==> config.mk <==
export PLATFORM = sky130hd
export DESIGN_NAME = modexp_result_drain
export DESIGN_NICKNAME = d
export VERILOG_FILES = /design/src/rtl/modexp_result_drain.sv
export SDC_FILE = /design/constraint.sdc
export NUM_CORES = 1
export LEC_CHECK = 0
export ABC_AREA = 1
export BUFFER_PORTS_ARGS = -buffer_cell sky130_fd_sc_hd__buf_2
export CAP_MARGIN = 20
export CORE_MARGIN = 4
export CORE_UTILIZATION = 50
export CTS_BUF_LIST = sky130_fd_sc_hd__clkbuf_8
export DETAILED_ROUTE_END_ITERATION = 8
export HOLD_SLACK_MARGIN = 0.05
export PLACE_DENSITY = 0.74
export SLEW_MARGIN = 20
export SYNTH_ARGS = -nofsm -noshare
export SYNTH_HDL_FRONTEND = slang
export SYNTH_SLANG_ARGS = --single-unit
export TNS_END_PERCENT = 100
==> constraint.sdc <==
create_clock -name clk -period 3.54 [get_ports clk]
set_clock_uncertainty 0.15 [all_clocks]
set_input_delay 0.708 -clock clk [delete_from_list [all_inputs] [get_ports clk]]
set_output_delay 0.708 -clock clk [all_outputs]
set_load 0.05 [all_outputs]
==> src/rtl/modexp_result_drain.sv <==
// modexp_result_drain: drains modexp result memory after completion into 64-bit valid/ready beats
module modexp_result_drain #(
  parameter int RD_LATENCY = 1,
  parameter int MAX_WORDS = 256
) (
  input  logic        clk,
  input  logic        reset_n,
  input  logic        core_start,
  input  logic        core_ready,
  input  logic [7:0]  modulus_length,
  input  logic        abort,
  output logic        result_mem_api_cs,
  output logic        result_mem_api_rst,
  input  logic [31:0] result_mem_api_read_data,
  output logic [63:0] out_data,
  output logic        out_last,
  output logic        out_valid,
  input  logic        out_ready,
  output logic        busy,
  output logic        done
);
  localparam int IW = $clog2(MAX_WORDS + 1);
  localparam int LW = $clog2(RD_LATENCY + 1);
  typedef enum logic [2:0] {IDLE, ARMED, PTR_RST, WAIT, CAPTURE, EMIT, DONE} state_t;
  state_t state, state_n;
  logic [IW-1:0] len, idx;
  logic [LW-1:0] wcnt;
  logic [63:0] pair;
  logic ready_q;
  assign out_valid = state == EMIT;
  assign out_last = out_valid && idx == len;
  assign out_data = pair;
  assign busy = state != IDLE && state != DONE;
  assign done = state == DONE;
  always_comb begin
    state_n = state;
    result_mem_api_cs = 1'b0;
    result_mem_api_rst = 1'b0;
    case (state)
      IDLE: state_n = core_start ? ARMED : IDLE;
      ARMED: if (core_ready && !ready_q) state_n = len == '0 ? DONE : PTR_RST;
      PTR_RST: begin
        result_mem_api_rst = 1'b1;
        state_n = WAIT;
      end
      WAIT: state_n = wcnt == LW'(RD_LATENCY - 1) ? CAPTURE : WAIT;
      CAPTURE: begin
        state_n = idx[0] || idx + 1'b1 == len ? EMIT : WAIT;
        result_mem_api_cs = !(idx[0] || idx + 1'b1 == len);
      end
      EMIT: if (out_ready) begin
        state_n = out_last ? DONE : WAIT;
        result_mem_api_cs = !out_last;
      end
      DONE: state_n = IDLE;
      default: state_n = IDLE;
    endcase
    // abort wins over everything, including a same-cycle beat accept
    if (abort) begin
      state_n = IDLE;
      result_mem_api_cs = 1'b0;
      result_mem_api_rst = 1'b0;
    end
  end
  always_ff @(posedge clk or negedge reset_n)
    if (!reset_n) begin
      state <= IDLE;
      len <= '0;
      idx <= '0;
      wcnt <= '0;
      pair <= '0;
      ready_q <= 1'b0;
    end else begin
      state <= state_n;
      ready_q <= core_ready;
      wcnt <= state == WAIT && !abort ? wcnt + 1'b1 : '0;
      if (abort) begin
        len <= '0;
        idx <= '0;
        pair <= '0;
      end else if (state == IDLE && core_start) begin
        len <= IW'(modulus_length);
        idx <= '0;
        pair <= '0;
      end else if (state == CAPTURE) begin
        idx <= idx + 1'b1;
        if (idx[0]) pair[63:32] <= result_mem_api_read_data;
        else pair[31:0] <= result_mem_api_read_data;
      end else if (state == EMIT && out_ready) pair <= '0;
    end
endmodule

[Word-level counts from Yosys, hierarchy flattened]
Cells that the tools add are included.
Word-level totals
  register bits: 87
  input bits: 46
  output and inout port bits: 70
  word-level logic and storage cells: 68
Operators by class
  add/subtract/negate cells: 2
  eq/ne operators: 13
  multiplexer cells: 26
  reduce and logical (&&, ||, !) cells: 20
Operator list (count)
  $mux W64: 4
  $mux W32: 2
  $mux W9: 5
  $mux W3: 7
  $eq A9 B9 Y1: 2
  $pmux W3 S6: 1
  $add A9 B1 Y9 const B: 1
  $eq A3 B3 Y1 const B: 3
  $logic_not A9 Y1: 1
  $ne A4 B4 Y1 const B: 2
  $eq A3 B2 Y1 const B: 2
  $logic_and A1 B1 Y1: 6
  $mux W1: 6
  $ne A3 B3 Y1 const B: 2
  $reduce_and A2 Y1: 3
  $reduce_bool A3 Y1: 2
  $logic_not A1 Y1: 4
  $reduce_bool A4 Y1: 1
  $eq A3 B1 Y1 const B: 1
  $logic_not A3 Y1: 1
  $ne A3 B2 Y1 const B: 1
  $pmux W1 S2: 1
  $reduce_bool A2 Y1: 1
  $add A1 B1 Y1 const B: 1
  $logic_or A1 B1 Y1: 1

[Longest topological paths before layout]
  depth in word-level cells: 6
  depth in mapped cells: 15
  gate-level depth less buffers: 15

[Least setup slack after synthesis]
OpenSTA, ideal clock, no wires.
  kind: in2out
  from: input abort
  to: output result_mem_api_rst
  arrival: 2144 ps
  data required time: 2682 ps
  slack: 538 ps
  cell stages on the path: 3
  path buffers: 2
  path through: buf_2 -> buf_2 -> nor3_1
On the way
  word-level cells in the longest chain between the ends: 1
RTL lines
  from (decl): RTL line 11  | input logic abort,
  $mux W1: RTL line 59  | if (abort) begin
  to (decl): RTL line 13  | output logic result_mem_api_rst,
No other way between the ends.

[Worst setup path after layout]
  from: register idx[1]
  to: output result_mem_api_cs
On the way
  word-level cells in the longest chain between the ends: 6
  elaborated cells on any way between the ends: 10
  those cells by class: add/sub: 1; eq/ne: 2; mux: 3; reduce/logical: 4
RTL lines
  from (decl): RTL line 26  | logic [IW-1:0] len, idx;
  from (signal assigned): RTL line 86  | idx <= idx + 1'b1;
  $add A9 B1 Y9 / $eq A9 B9 Y1 (equally long branches): RTL line 49, 31
  $eq A9 B9 Y1 / $logic_and A1 B1 Y1 (equally long branches): RTL line 49, 31
  $logic_or A1 B1 Y1 / $logic_not A1 Y1 (equally long branches): RTL line 49, 53
  $logic_not A1 Y1 / $mux W1 (equally long branches): RTL line 49, 51
  $pmux W1 S2 *: RTL line 39  | case (state)
  $mux W1 *: RTL line 59
  to (decl): RTL line 12  | output logic result_mem_api_cs,
Every way passes the cells marked *; elsewhere a longest branch is shown, timed or not.

==> metrics.cfg <==
[sta]
finalSetupViolCount = 0
worstMarginPinSlew_ns = 0.859
rsz0062_at_grt = false
fin_crit_sh = 0.909
slew_headroom = 0.425
max_freq_ghz = 0.311
maxSlewViolCount = 0
period_needed_ns = 3.22
timing.final.hold_violations = 0
fin_setup_tns_ns = 0

[floorplan]
die_height_um = 99.4
coreArea_sq_um = 8180
pin_count = 116
num_rows = 33
fp.dieArea_sq_um = 9870
start_util = 0.511
die_x_um = 99.4

[finish]
instances_no_fill = 770
syn_to_final_growth_pct = 19.5
fill_cells = 773
insertedDiodeCount = 0
seq_area_sq_um = 2150
nNetsFinal = 707
drive_gt1_frac = 0.224
multiInputGateArea_sq_um = 1730

[global_routing]
grt_first_pass_wirelength_mm = 18.2
grt_max_degree = 87
grt_usage = 0.230
grt-ovfl-total = 0
grt_pass1_vias = 3867
antenna_found_initial = 0

[clocking]
cts.sinks = 86
postCtsResizedCells = 0
clk_pin_slew_worst_paths_ns = 0.08
ctsHoldBuffers = 0
htree_levels = 3
clock_path_buffers = 2
cts_buffers = 9
post_cts_buffers = 0
clk_latency_ns = 0.34
cts-root-buf = clkbuf_8
cts_tree = yes

[synth]
ys.flop_type = dfrtp_1
ys_async_sr_fraction = 1.00
synth_cells = 552
yosysMostFrequentCell = nand2_1
synth_edf_count = 0
ys_types = 28
synthTopCellsByCount = 274 x nand2_1, 86 x dfrtp_1, 47 x nor2_1
syn_nets = 599
synth-seq-area-share = 0.516
synth_top_area_cell = dfrtp_1
yosys-top-cells-area = dfrtp_1 52%, nand2_1 25%, nor2_1 4.2%
syn_area_sq_um = 4170
synth_area_per_cell_sq_um = 7.56
synth_warnings = 0
synth.top_cell.area_share = 0.516
ys_ff_latch = 86

[critical_path]
rr_endpoint = out_data[3]$_DFFE_PN0P_
crit_type = flop to output port
arrival_ns = 2.36
reg2reg_slack_ns = 0.96
cp_max_fo = 6
critPathCaptureType = output port
r2r-start = state[0]$_DFFE_PN0P_
start_kind = flop
crit_required_ns = 2.68
reg2reg_depth = 8

[detailed_routing]
drt_pre_antenna_iters = 4
vias = 3875
wirelength_mm = 11.0
drt_iter0_markers = 196
drc_errors = 0
antenna_left = 0
vias_per_cell = 5.03
wl_per_cell_um = 14.3

[place]
place_hpwl_mm = 7.87
place_inst = 754
port-buffer-count = 115
gp_congestion = 0.917

[power]
ir_drop_v = 0.000271
power_leakage_nw = 2.90
p_switching_mw = 1.22
p_clk_frac = 0.248
powerDensity_nw_per_um2 = 576
p_seq_frac = 0.395
combinationalPowerShare = 0.357
internal-power_mw = 1.65
p_sw_frac = 0.425
design_power_total_mw = 2.87

[flow_run]
drv_cap = 0

[run_status]
status = complete, no violations

[worst_hold_path]
holdCritPathClass = input pin to async pin

[layout make-up]
| cell class | instances | area share |
|---|---|---|
| Clock inverter | 6 | 0.0138 |
| Timing Repair Buffer | 119 | 0.124 |
| Sequential cell | 86 | 0.431 |
| Tap cell | 105 | 0.0263 |
| Inverter | 38 | 0.0291 |
| Multi-Input combinational cell | 406 | 0.347 |
| Clock buffer | 10 | 0.0276 |
[worst max-delay path by stage]
stage / cells past startpoint / startpoint / slack, ns / to
3_3_place_gp: 9 / abort / 0.70 / out_data[6]$_DFFE_PN0P_
3_5_place_dp: 9 / abort / 0.65 / out_data[3]$_DFFE_PN0P_
4_1_cts: 12 / idx[1]$_DFFE_PN0P_ / 0.34 / result_mem_api_cs
2_1_floorplan: 3 / abort / 0.54 / result_mem_api_rst
6_report: 12 / idx[1]$_DFFE_PN0P_ / 0.32 / result_mem_api_cs
5_1_grt: 13 / idx[1]$_DFFE_PN0P_ / 0.14 / result_mem_api_cs
[cell families after synthesis]
group,synth area share
and+or+nand+nor,0.348
DFF,0.516
buffers and inverters,0.0692
AOI/OAI and AO/OA,0.0498
xor gates and xnor gates,0.0147
adders and majority gates,0.00300
[flip-flops by register name, indices dropped and copies added, names as in the netlist]
name,flops
len,8
state,3
wcnt,1
ready_q,1
idx,9
out_data,64
[placed cells by master, fill, tap and decap left out]
| cell type | n |
|---|---|
| a21oi_1 | 7 |
| a22oi_1 | 2 |
| buf_12 | 1 |
| buf_2 | 114 |
| buf_4 | 4 |
| bufinv_16 | 1 |
| clkbuf_8 | 10 |
| clkinv_1 | 1 |
| clkinv_2 | 1 |
| clkinv_4 | 2 |
| clkinvlp_4 | 1 |
| dfrtp_1 | 86 |
| ha_1 | 1 |
| inv_1 | 32 |
| inv_2 | 4 |
| inv_4 | 1 |
| inv_6 | 1 |
| nand2_1 | 274 |
| nand2_2 | 4 |
| nand3_1 | 28 |
| nand4_1 | 5 |
| nor2_1 | 47 |
| nor2_2 | 1 |
| nor2_4 | 2 |
| nor3_1 | 3 |
| nor4_1 | 1 |
| o211ai_1 | 1 |
| o211ai_4 | 1 |
| o21ai_0 | 15 |
| o21ai_4 | 1 |
| o22ai_1 | 6 |
| xnor2_1 | 2 |
| xor2_1 | 5 |
[worst max-delay path, stage by stage (launching register included)]
cell and delay [ns]:
dfrtp_1 0.45, ha_1 0.29, nand2_1 0.11, nor2_1 0.23, nand3_1 0.11, nand2_1 0.08, inv_1 0.05, nand2_1 0.05
nor2_1 0.05, nand2_1 0.07, nand3_1 0.10, a21oi_1 0.15, buf_2 0.29
[metal layers]
layer,GRT usage,up-vias,part of all wire
met5,0,-,0
met4,0.0767,0,0.018
met3,0.0540,16,0.062
met2,0.367,126,0.48
met1,0.312,1812,0.44
li1,-,1921,-
[stage by stage]
step                      cell area (sq um)  hold slack [ns]  setup slack [ns]   util
after floorplan                        4170            0.260             0.538      -
after global placement                 4780            0.273             0.703  0.585
after detailed placement               4780            0.276             0.646  0.585
after CTS                              4990            0.256             0.335  0.610
after global routing                   4990            0.262             0.140  0.610
final                                  4990            0.211             0.321  0.610
[power by group through the flow]
stage	Sequential (mW)	Clock (mW)	Combinational, mW
after CTS	1.14	0.728	1.03
after floorplan	1.31	0	0.641
after global routing	1.15	0.778	1.12
after global placement	1.16	0	1.01
final	1.14	0.712	1.03
after detailed placement	1.15	0	1.03
Power figures use the tool's default switching activity.
